File: src/rtl/fpu_fp32_to_fp64.sv
// fpu_fp32_to_fp64: widen FP32 to FP64, normalising denormals one bit per cycle
module fpu_fp32_to_fp64 (
  input  logic        clk,
  input  logic        reset_n,
  input  logic        flush,
  input  logic        in_valid,
  output logic        in_ready,
  input  logic [31:0] src,
  output logic        out_valid,
  input  logic        out_ready,
  output logic [63:0] dst,
  output logic        flag_inv,
  output logic        busy
);
  typedef enum logic {IDLE, NORM} state_t;
  state_t      state;
  logic [22:0] m;
  logic [10:0] x;
  logic        sgn;
  logic        s;
  logic [7:0]  e;
  logic [22:0] f;
  logic [63:0] fast;
  logic        fast_inv;
  logic        is_den;
  logic        accept;
  assign s = src[31];
  assign e = src[30:23];
  assign f = src[22:0];
  assign busy = state == NORM;
  assign in_ready = state == IDLE && (!out_valid || out_ready) && !flush;
  assign accept = in_valid && in_ready;
  assign is_den = e == 8'd0 && f != 23'd0;
  always_comb begin
    fast = e == 8'd0 ? {s, 63'b0} :
           e == 8'hff ? (f == 23'd0 ? {s, 11'h7ff, 52'b0} : {s, 11'h7ff, 1'b1, f[21:0], 29'b0}) :
           {s, {3'b0, e} + 11'd896, f, 29'b0};
    fast_inv = e == 8'hff && f != 23'd0 && !f[22];
  end
  always_ff @(posedge clk or negedge reset_n) begin
    if (!reset_n) begin
      state <= IDLE;
      m <= '0;
      x <= '0;
      sgn <= 1'b0;
      out_valid <= 1'b0;
      dst <= '0;
      flag_inv <= 1'b0;
    end else if (flush) begin
      state <= IDLE;
      out_valid <= 1'b0;
      flag_inv <= 1'b0;
    end else begin
      if (out_valid && out_ready) out_valid <= 1'b0;
      if (state == IDLE) begin
        if (accept && is_den) begin
          state <= NORM;
          m <= f;
          x <= 11'd897;
          sgn <= s;
        end else if (accept) begin
          dst <= fast;
          flag_inv <= fast_inv;
          out_valid <= 1'b1;
        end
      end else begin
        m <= m << 1;
        x <= x - 11'd1;
        if (m[22]) begin
          dst <= {sgn, x - 11'd1, m[21:0], 30'b0};
          flag_inv <= 1'b0;
          out_valid <= 1'b1;
          state <= IDLE;
        end
      end
    end
  end
endmodule
File: config.mk
export PLATFORM = sky130hd
export DESIGN_NAME = fpu_fp32_to_fp64
export DESIGN_NICKNAME = d
export VERILOG_FILES = /design/src/rtl/fpu_fp32_to_fp64.sv
export SDC_FILE = /design/constraint.sdc
export NUM_CORES = 1
export LEC_CHECK = 0
export ABC_CLOCK_PERIOD_IN_PS = 1990
export CORE_AREA = 2 2 103 75
export CTS_CLUSTER_SIZE = 12
export DETAILED_ROUTE_END_ITERATION = 8
export DIE_AREA = 0 0 105 77
export DONT_BUFFER_PORTS = 1
export MAX_ROUTING_LAYER = met4
export PLACE_DENSITY = 0.74
export SYNTH_ARGS = -nofsm -noshare
export SYNTH_HDL_FRONTEND = slang
export SYNTH_SLANG_ARGS = --single-unit
File: constraint.sdc
create_clock -name clk -period 1.99 [get_ports clk]
set_input_delay 0.199 -clock clk [delete_from_list [all_inputs] [get_ports clk]]
set_output_delay 0.199 -clock clk [all_outputs]
set_load 0.05 [all_outputs]
==> results by group <==
Timing
  • Final hold viol count: 0
  • Unrepaired setup endpoints after global routing: no
  • Final worst slack: 0.149 ns
  • Clock Skew: roughly 0.009 ns
  • Max Freq: about 540 MHz
  • Final setup violation count: 0
  • Final Max Tran Viols: 0
  • Worst-Margin Slew: between 0.5 and 0.6 ns
  • Max transition margin: 65.9%
  • Final min period: 1.84 ns
  • Fin crit share: about 90%
  • Final setup TNS: 0 ns

Cells and area
  • Most frequent cells in the layout: dfrtp_1, a21oi_1, conb_1, mux2_1, o22ai_1
  • N_diodes: 0
  • Most common cell after layout, fill and taps aside: dfrtp_1
  • Util after Layout: 62.3%
  • Layout net count: 436
  • Area Overhead vs Synth: 11.2%
  • Layout cells sized above 1: a little over an eighth

Clock tree
  • Clock latency on the worst-skew pair: 0.36 ns
  • Reg clk slew, reported paths: 0.08 ns
  • Clk root buf: clkbuf_8
  • Number of clock sinks: 73
  • CTS tree: built
  • Num CTS Buffers: 9
  • # H-tree levels: 3
  • Clock buffer depth: 2

Place
  • GPL Wtd Cong: ~0.83
  • # port buffers: 0
  • Dpl ws: 0.0399 ns
  • Post-DP HPWL: ~6.5 mm

Floorplan
  • Die H: 77 µm
  • Top Ports: 105
  • FP Rows: 26
  • DIE AREA: 8090 µm²
  • Starting density of the core: 56.0%
  • Die width: 105 µm
  • Core area: slightly above 7000 µm²

Global route
  • Vias in the first global route: about 2900
  • Global routing usage on met1: 34.1%
  • Gr busiest metal: met2
  • GRT met3 Usage: 9.35%
  • First-pass GRT wire length: 15.2 mm
  • Largest net degree at the start of global routing: 74
  • Initial antenna violation count: 0
  • GR Util met2: 34.4%
  • Total GRT Usage: 25.0%
  • Total gr overflow: 0

Hold path
  • Tightest Hold Check Type: in2reg
  • Min-Delay Endpoint: m[12]
  • Hold depth: 2
  • Hold Startpoint: src[12]

Logic synthesis
  • Gate Count Post-Synth: approximately 380
  • Cell Area, Synth: 3970 µm²
  • Synth cell types: 40
  • Register bit total from synthesis: 73
  • Seq/Total Area, Yosys: 46.0%
  • Mean Syn Cell Area: 10.4 µm²
  • Yosys warns: 0

Routing
  • Routed via count: slightly above 3000
  • Drt wl/cell: 19.0 µm
  • Starting DRC count in detailed routing: 227
  • DR vias/cell: 6.07
  • Remaining DRCs: 0
  • Detailed Route WL: 9.50 mm
  • Routed Antenna Nets: 0
  • Pre-Repair DR Iteration Count: 5

Worst setup path
  • FF-to-FF End: dst[59]
  • Crit Path Class: reg2reg
  • CP arrival: 2.12 ns
  • CP Launch Point: x[2]
  • Crit start category: flip-flop
  • Reg2Reg Launch Point: x[2]
  • Reg2Reg Setup Slack: 0.15 ns
  • Worst Reg-to-Reg Cells: 5
  • Critical path endpoint category: flip-flop
  • Peak fanout along the critical path: 6
  • Req. time, crit path: 2.26 ns

Outcome
  • Status: finished clean

Pwr
  • Power Total: about 4.2 mW
  • Maximum VDD drop: 715 µV
  • Leak Pwr: 2.09 nW
  • Power Dens Cells: between 900 and 1000 nW/µm²

Job
  • Max cap viols: 0
## state kept, by name (all words and copies together) (netlist names)
| register | count |
|---|---|
| out_valid | 1 |
| busy | 1 |
| dst | 35 |
| x | 11 |
| sgn | 1 |
| m | 23 |
| flag_inv | 1 |
## metrics by stage
stage          hold WS, ns  instance area [µm²]  instances
2_1_floorplan      -0.0966                 4090        411
3_3_place_gp       -0.0948                 4090        479
3_5_place_dp       -0.0955                 4090        479
4_1_cts             0.0376                 4390        499
5_1_grt             0.0439                 4420        501
6_report            0.0508                 4420        501
## critical path, stage by stage, from the launching register on
cell	delay [ns]
dfrtp_1	0.46
or4_1	0.62
nor2_1	0.25
xor2_1	0.17
a21oi_1	0.08
a31oi_1	0.18
## Yosys cell counts
cell type	instances	area share [%]
o211ai_4	1	0.54
nand3_1	3	0.38
o21ba_2	1	0.25
nand4_1	5	0.79
mux2_2	4	1.1
o21ai_0	11	1.4
a21oi_2	1	0.22
a2bb2oi_1	3	0.66
nor4_1	7	1.1
a21boi_0	3	0.57
and3_1	3	0.47
mux2i_1	26	6.6
buf_2	3	0.38
a22o_1	21	4.6
nor3_1	9	1.1
o22ai_1	27	4.3
ha_1	1	0.31
a21oi_1	40	5.0
nand2_1	6	0.57
clkbuf_1	16	1.5
xor2_1	2	0.44
or4_1	3	0.57
o21a_1	1	0.19
mux2_1	28	7.9
or3_1	1	0.16
or2_2	1	0.16
clkinv_1	1	0.094
a31oi_1	5	0.79
xnor2_1	5	1.1
conb_1	1	0.094
a21o_1	1	0.19
buf_4	34	6.4
nand2_2	1	0.16
nor2_1	19	1.8
dfrtp_1	73	46
and2_1	1	0.16
a21bo_2	1	0.25
inv_1	10	0.94
nand2b_1	2	0.31
nor3b_1	2	0.38
## cell type report
| type | count | area, µm² |
|---|---|---|
| Fill cell | 586 | 2670 |
| Tap cell | 98 | 123 |
| Timing Repair Buffer | 29 | 283 |
| Clock buffer | 10 | 128 |
| Sequential cell | 73 | 1830 |
| Multi-Input combinational cell | 274 | 1900 |
| Clock inverter | 6 | 115 |
| Inverter | 11 | 41.3 |
## routing by layer
layer  part of all wire [%]  up-vias
met4                    1.4        0
met5                      0        -
met1                     44     1473
met3                     11       17
met2                     44      163
li1                       -     1387
## power breakdown
part / total [mW] / leakage [nW] / internal (mW) / switching (mW)
clock: 1.42 / 0.117 / 0.840 / 0.585
combinational: 0.478 / 1.07 / 0.186 / 0.292
sequential: 2.33 / 0.902 / 1.65 / 0.685
total: 4.24 / 2.09 / 2.67 / 1.56
## cells by family after synthesis
logic type      count (synthesis)  share of synthesized area [%]
compound gates                116                           19.0
xor+xnor                        7                           1.54
fa+ha+maj                       1                          0.315
buf+inv                        64                           9.35
flops                          73                           46.0
mux                            58                           15.6
other cells                     1                         0.0944
simple gates                   63                           8.13
## how the worst max path moves through the flow
stage / end / slack, ns / cells past startpoint
after floorplan: dst[58] / 0.01 / 7
after global placement: sgn / 0.06 / 5
after detailed placement: x[0] / 0.04 / 7
after CTS: dst[60] / 0.06 / 9
after global routing: dst[59] / 0.001 / 5
final: dst[59] / 0.15 / 5
## repair_timing
item,CTS,global route
setup buffers,0,2
hold buffers,4,0
endpoints found under the hold margin,76,0
gates resized for setup,0,3
setup endpoints to repair,0,3
(Power assumes the default switching activity.)
